**src/rtl/rr_arb4_ctrl.sv**
```systemverilog
// Four-requester round-robin arbiter with registered one-hot grant and bounded hold time.
// Latency: req to gnt is 1 cycle; one grant-free gap cycle between grants. No backpressure; the grantee holds req.
module rr_arb4_ctrl #(
  parameter int MAX_HOLD = 16,
  parameter int CNT_W    = 5
) (
  input  logic       clk,
  input  logic       rst,
  input  logic [3:0] req,
  output logic [3:0] gnt,
  output logic [1:0] gnt_id,
  output logic       valid,
  output logic       timeout,
  output logic       any
);

  typedef enum logic [1:0] {IDLE, BUSY, GAP} state_t;

  localparam logic [CNT_W-1:0] HOLD_LAST = CNT_W'(MAX_HOLD - 1);

  state_t           state;
  logic [1:0]       pri;
  logic [CNT_W-1:0] cnt;
  logic [1:0]       pick;
  logic             pick_vld;
  logic [1:0]       idx;

  assign any = |req;

  // Scan from the highest offset down so the lowest offset from pri wins.
  always_comb begin
    pick     = 2'd0;
    pick_vld = 1'b0;
    idx      = 2'd0;
    for (int i = 3; i >= 0; i--) begin
      idx = pri + 2'(i);
      if (req[idx]) begin
        pick     = idx;
        pick_vld = 1'b1;
      end
    end
  end

  always_ff @(posedge clk) begin
    if (rst) begin
      state   <= IDLE;
      pri     <= 2'd0;
      cnt     <= '0;
      gnt     <= 4'b0000;
      gnt_id  <= 2'd0;
      valid   <= 1'b0;
      timeout <= 1'b0;
    end else begin
      timeout <= 1'b0;
      case (state)
        BUSY: begin
          if (!req[gnt_id]) begin
            // A release wins over a simultaneous timeout.
            gnt    <= 4'b0000;
            gnt_id <= 2'd0;
            valid  <= 1'b0;
            pri    <= gnt_id + 2'd1;
            state  <= GAP;
          end else if (MAX_HOLD != 0 && cnt == HOLD_LAST) begin
            gnt     <= 4'b0000;
            gnt_id  <= 2'd0;
            valid   <= 1'b0;
            timeout <= 1'b1;
            pri     <= gnt_id + 2'd1;
            state   <= GAP;
          end else if (cnt != '1) begin
            cnt <= cnt + 1'b1;
          end
        end
        default: begin
          if (pick_vld) begin
            gnt    <= 4'b0001 << pick;
            gnt_id <= pick;
            valid  <= 1'b1;
            cnt    <= '0;
            state  <= BUSY;
          end else begin
            gnt    <= 4'b0000;
            gnt_id <= 2'd0;
            valid  <= 1'b0;
            state  <= IDLE;
          end
        end
      endcase
    end
  end

endmodule

```
**config.mk**
```make
export PLATFORM = sky130hd
export DESIGN_NAME = rr_arb4_ctrl
export DESIGN_NICKNAME = d
export VERILOG_FILES = /design/src/rtl/rr_arb4_ctrl.sv
export SDC_FILE = /design/constraint.sdc
export NUM_CORES = 1
export LEC_CHECK = 0
export BUFFER_PORTS_ARGS = -buffer_cell sky130_fd_sc_hd__buf_2
export CAP_MARGIN = 5
export CORE_AREA = 2 2 46 48
export CTS_BUF_LIST = sky130_fd_sc_hd__clkbuf_4 sky130_fd_sc_hd__clkbuf_8 sky130_fd_sc_hd__clkbuf_16
export DETAILED_ROUTE_END_ITERATION = 10
export DIE_AREA = 0 0 48 50
export HOLD_SLACK_MARGIN = 0.12
export PLACE_DENSITY = 0.75
export SLEW_MARGIN = 10
export SYNTH_ARGS = -nofsm -noshare
export SYNTH_HDL_FRONTEND = slang
export SYNTH_SLANG_ARGS = --single-unit
```
**constraint.sdc**
```tcl
create_clock -name clk -period 1.9 [get_ports clk]
set_clock_uncertainty 0.05 [all_clocks]
set_input_delay 0.095 -clock clk [delete_from_list [all_inputs] [get_ports clk]]
set_output_delay 0.095 -clock clk [all_outputs]
set_load 0.1 [all_outputs]
```
==> flow_summary.yaml, run 1 <==
outcome:
  outcome: "finished, violations left"
  violations: "setup timing"
synthesis:
  ys.flop_type: "dfxtp_1"
  synthArstFlopShare: 0
  seq_area_frac_synth: 0.376
  synthCells: 87
  synth_edf_count: 0
  synth_warnings: 0
  synth_cell_types: 39
  synth_seq_cells: 16
  synth_nets: 96
  avgSynthCellArea_sq_um: 9.78
  mappedNetlistArea_sq_um: 851
timing:
  max_freq_mhz: 500
  period_share: 1.05
  tightest_slew_ns: 0.556
  hold_slack_ns: 0.183
  min_period_ns: 2.00
  setup_ws_ns: -0.101
  setup_viol: 10
  relSlewSlack: 0.629
  fin_setup_tns_ns: -0.618
  slew_violations: 0
  rsz0062_at_grt: "true"
  hold_viol: 0
routing:
  vias: 777
  route.detailed.drc: 0
  post_drt_wl_per_cell_um: 14.8
  ant_nets: 0
  drt_iter0_drc: 12
  drt-pass1-iter-count: 4
  routed_via_density: 5.67
  drt_wl_total_um: 2030
cts:
  cts_tree: "done"
  root_buffer: "clkbuf_4"
  clock_sinks: 16
  htree_levels: 1
  path_clk_slew_ns: 0.11
  ctsLongestPathBuffers: 2
  clock_latency_ns: 0.29
  cts_buffers: 3
final_layout:
  drive_gt1_frac: 0.436
  diodes: 0
  nets: 120
  area_growth_pct: 33.8
  final_common_cell: "buf_2"
  mostFrequentLayoutCells: "14 x buf_2, 11 x dfxtp_1, 6 x nor2_1, 6 x a21oi_1, 6 x buf_4"
  stdcell_count: 137
  nFillCells: 166
setup_path:
  cpMaxStageDelayCell: "dfxtp_2"
  cpMostUsedCell: "ha_4"
  r2r_cells: 8
  regToRegSetupSlack_ns: -0.10
  end_kind: "flip-flop"
  reg2reg_from: "cnt[0]"
  critPathArrivalTime_ns: 2.18
  critPathMaxFanout: 5
  crit_buf_inv: 2
  critPathRequiredTime_ns: 2.08
  r2r_end: "state[1]"
  critPathMaxStageDelay_ns: 0.37
  start_kind: "flip-flop"
  crit_type: "flip-flop to flip-flop"
  crit_path_cell_trace: "ha_4 > and3_4 > ha_4 > and2b_2 > buf_12 > a221oi_4 > buf_4 > nor2b_4"
  critPathTopFamily: "simple AND/OR/NAND/NOR gates"
floorplanning:
  initial_core_util: 0.447
  core_area_sq_um: 1900
  die_h_um: 50
  die_x_um: 48
  placementRows: 16
  ios: 15
  die_area_sq_um: 2400
min_path:
  holdCritStartpoint: "req[2]"
  hold_end: "state[0]"
  min_path_type: "input pin to flip-flop"
  hold_depth: 3
power_and_ir_drop:
  power_leakage_nw: 0.426
  p_sw_uw: 339
  pwr-share-clk: 0.257
  power.density_nw_per_um2: 797
  p_sw_frac: 0.373
  sequentialPowerShare: 0.417
  internal_power_uw: 569
  combPwrFrac: 0.326
  ir_worst_vdd_mv: 0.447
grt:
  grt_pass1_vias: 804
  antenna_found_initial: 0
  grt_overflow: 0
  grt_max_degree: 13
  grt_use_total: 0.208
  grt_pass1_wl_um: 3580
placed_design:
  gp_congestion: 0.833
  portBuffers: 14
  post-dp-hpwl_um: 1390
  post-place-ws_ns: -0.0739
  dp_cells: 129
job:
  cap_violations: 0
[synthesized netlist by cell type (3+ instances only)]
| master | number | area share |
|---|---|---|
| dfxtp_1 | 16 | 0.38 |
| a21oi_1 | 7 | 0.041 |
| nor2_1 | 6 | 0.026 |
| a32o_1 | 4 | 0.047 |
| nand2b_1 | 4 | 0.029 |
| a211oi_1 | 3 | 0.026 |
| clkbuf_1 | 3 | 0.013 |
| ha_1 | 3 | 0.044 |
| mux2i_1 | 3 | 0.035 |
| nand2_1 | 3 | 0.013 |
[power groups by stage]
stage	clock network (mW)	logic (mW)	registers, mW
global route	0.252	0.315	0.382
CTS	0.236	0.282	0.378
global placement	0	0.259	0.384
detailed placement	0	0.263	0.385
floorplan	0	0.118	0.469
finish	0.233	0.296	0.379
[sequential cells by signal, summed over array words and instances, names as in the netlist]
name     flops
timeout      1
cnt          5
gnt          4
gnt_id       2
pri          2
state        2
[layer usage]
metal	track usage	up-vias	share of wire
met5	0	-	0
met4	0.108	0	0.021
met3	0.0330	4	0.014
met2	0.298	10	0.49
met1	0.289	379	0.47
li1	-	384	-
[worst max-delay path by stage]
stage,startpoint,to,slack [ns],depth (start not counted)
6_report,cnt[0],state[1],-0.10,8
5_1_grt,cnt[1],state[1],-0.16,8
4_1_cts,cnt[0],cnt[3],-0.09,7
3_5_place_dp,cnt[1],pri[1],-0.07,7
3_3_place_gp,cnt[1],pri[1],-0.03,7
2_1_floorplan,cnt[0],cnt[3],0.01,7
[logic make-up (layout without fill, tap and decap cells)]
kind of cell             after synthesis  in the layout  synth area share
buffers and inverters                  6             29            0.0265
AO/OA/AOI/OAI                         27             27             0.260
adder cells (fa/ha/maj)                3              3            0.0441
XOR/XNOR                               1              1            0.0103
flip-flops                            16             16             0.376
multiplexers                           5              5            0.0662
AND/OR/NAND/NOR                       29             29             0.216
[worst register-to-register path, stage by stage, from the launching register on]
cell	delay (ns)
dfxtp_2	0.37
ha_4	0.14
and3_4	0.20
ha_4	0.13
and2b_2	0.25
buf_12	0.13
a221oi_4	0.36
buf_4	0.18
nor2b_4	0.13
[stage by stage]
| stage | utilization | power [mW] | area (sq um) |
|---|---|---|---|
| floorplan | - | 0.587 | 866 |
| global placement | 0.520 | 0.643 | 988 |
| detailed placement | 0.520 | 0.648 | 988 |
| CTS | 0.576 | 0.896 | 1100 |
| global route | 0.599 | 0.950 | 1140 |
| finish | 0.599 | 0.908 | 1140 |
[layout make-up]
type | count | area, sq um | share of cell area
clock buffer | 4 | 36.3 | 0.0319
inverter | 3 | 11.3 | 0.00989
multi-input combinational | 65 | 586 | 0.514
sequential | 16 | 327 | 0.287
tap | 27 | 33.8 | 0.0297
timing repair buffer | 22 | 145 | 0.127
[what timing repair did]
action,4_1_cts,5_1_grt
setup buffers,2,1
pin swaps,8,6
endpoints found under the hold margin,6,0
endpoints found under the setup margin,12,14
hold buffers,1,0
resized for setup,5,7
(Power assumes the default switching activity.)
==> run 2: changes to the inputs <==
--- a/config.mk
+++ b/config.mk
@@ -13,6 +13,7 @@
 export DIE_AREA = 0 0 48 50
 export HOLD_SLACK_MARGIN = 0.12
 export PLACE_DENSITY = 0.75
+export RECOVER_POWER = 100
 export SLEW_MARGIN = 10
 export SYNTH_ARGS = -nofsm -noshare
 export SYNTH_HDL_FRONTEND = slang
==> flow_summary.yaml, run 2 (same netlist as run 1, synthesis figures left out) <==
grt:
  grt_overflow: 0
  grt_max_degree: 13
  grt_pass1_vias: 804
  grt_pass1_wl_um: 3580
  grt_use_total: 0.208
  antenna_found_initial: 0
power_and_ir_drop:
  power.density_nw_per_um2: 799
  ir_worst_vdd_mv: 0.446
  power_leakage_nw: 0.416
  total_power_uw: 906
floorplanning:
  die_area_sq_um: 2400
  die_x_um: 48
  ios: 15
  die_h_um: 50
  initial_core_util: 0.447
  core_area_sq_um: 1900
  placementRows: 16
routing:
  drt_wl_total_um: 2020
  post_drt_wl_per_cell_um: 14.8
  routed_via_density: 5.65
  drt_iter0_drc: 14
  vias: 774
  ant_nets: 0
  route.detailed.drc: 0
  drt-pass1-iter-count: 4
min_path:
  min_path_type: "input pin to flip-flop"
  hold_end: "state[0]"
  hold_depth: 3
  holdCritStartpoint: "req[2]"
setup_path:
  reg2reg_from: "cnt[0]"
  critPathRequiredTime_ns: 2.08
  start_kind: "flip-flop"
  critPathArrivalTime_ns: 2.18
  crit_type: "flip-flop to flip-flop"
  r2r_end: "state[1]"
  regToRegSetupSlack_ns: -0.10
  r2r_cells: 8
  critPathMaxFanout: 5
  end_kind: "flip-flop"
timing:
  rsz0062_at_grt: "true"
  period_share: 1.05
  relSlewSlack: 0.226
  max_freq_mhz: 499
  slew_violations: 0
  min_period_ns: 2.00
  fin_setup_tns_ns: -0.603
  hold_viol: 0
  setup_ws_ns: -0.103
  setup_viol: 10
  tightest_slew_ns: 1.17
placed_design:
  dp_cells: 129
  gp_congestion: 0.833
  post-dp-hpwl_um: 1390
  portBuffers: 14
  post-place-ws_ns: -0.0739
final_layout:
  largest_register_ffs: 5
  final_common_cell: "dfxtp_1"
  top_regs: "cnt: 5 flops, gnt: 4 flops"
  nets: 120
  area_growth_pct: 33.4
  diodes: 0
  nFillCells: 168
  drive_gt1_frac: 0.409
  stdcell_count: 137
  regMostFlops: "cnt"
outcome:
  outcome: "finished, violations left"
  violations: "setup timing"
cts:
  root_buffer: "clkbuf_4"
  path_clk_slew_ns: 0.11
  htree_levels: 1
  ctsLongestPathBuffers: 2
  clock_sinks: 16
  cts_buffers: 3
  cts_tree: "done"
  clock_latency_ns: 0.29
job:
  cap_violations: 0
## run 2: cell count changes in the layout (fill, tap and decap cells not counted), sizes merged
cell / before / now
buf: 21 / 13
clkbuf: 4 / 12
## run 2: power breakdown
group / internal, mW / total (mW) / switching (mW) / leakage, nW
clock network: 0.117 / 0.233 / 0.116 / 0.0210
logic: 0.0940 / 0.295 / 0.201 / 0.263
registers: 0.357 / 0.379 / 0.0221 / 0.132
## run 2: final cells by class
class	instances	area [sq um]	area share
multi-input combinational	65	586	0.516
tap	27	33.8	0.0298
timing repair buffer	22	143	0.126
clock buffer	4	36.3	0.0320
inverter	3	11.3	0.00992
sequential	16	325	0.287
## run 2: how the worst max path moves through the flow
stage / cells past startpoint / slack [ns] / startpoint / end
4_1_cts: 7 / -0.09 / cnt[0] / cnt[3]
6_report: 8 / -0.10 / cnt[0] / state[1]
3_3_place_gp: 7 / -0.03 / cnt[1] / pri[1]
5_1_grt: 8 / -0.16 / cnt[1] / state[1]
2_1_floorplan: 7 / 0.01 / cnt[0] / cnt[3]
3_5_place_dp: 7 / -0.07 / cnt[1] / pri[1]
## run 2: layer usage
layer	GRT usage	part of all wire
met1	0.289	0.47
met2	0.298	0.49
met3	0.0330	0.014
met4	0.108	0.022
met5	0	0
## run 2: timing repair
| item | CTS | global route |
|---|---|---|
| endpoints found under the setup margin | 12 | 14 |
| endpoints found under the hold margin | 6 | 0 |
| cloned | 0 | 0 |
| buffers inserted | 2 | 1 |
| hold buffers | 1 | 0 |
| pin swaps | 8 | 6 |
| resized for setup | 5 | 7 |
## run 2: metrics by stage
| step | instance area, sq um | hold WS [ns] | util |
|---|---|---|---|
| finish | 1130 | 0.180 | 0.597 |
| global route | 1130 | 0.227 | 0.597 |
| CTS | 1100 | 0.188 | 0.576 |
| detailed placement | 988 | 0.376 | 0.520 |
| global placement | 988 | 0.369 | 0.520 |
| floorplan | 866 | 0.221 | - |
## run 2: critical path: stages (launching register included)
cell and delay (ns):
dfxtp_2 0.37, ha_4 0.14, and3_4 0.20, ha_4 0.13, and2b_2 0.25, buf_12 0.13
a221oi_4 0.36, buf_4 0.19, nor2b_4 0.13
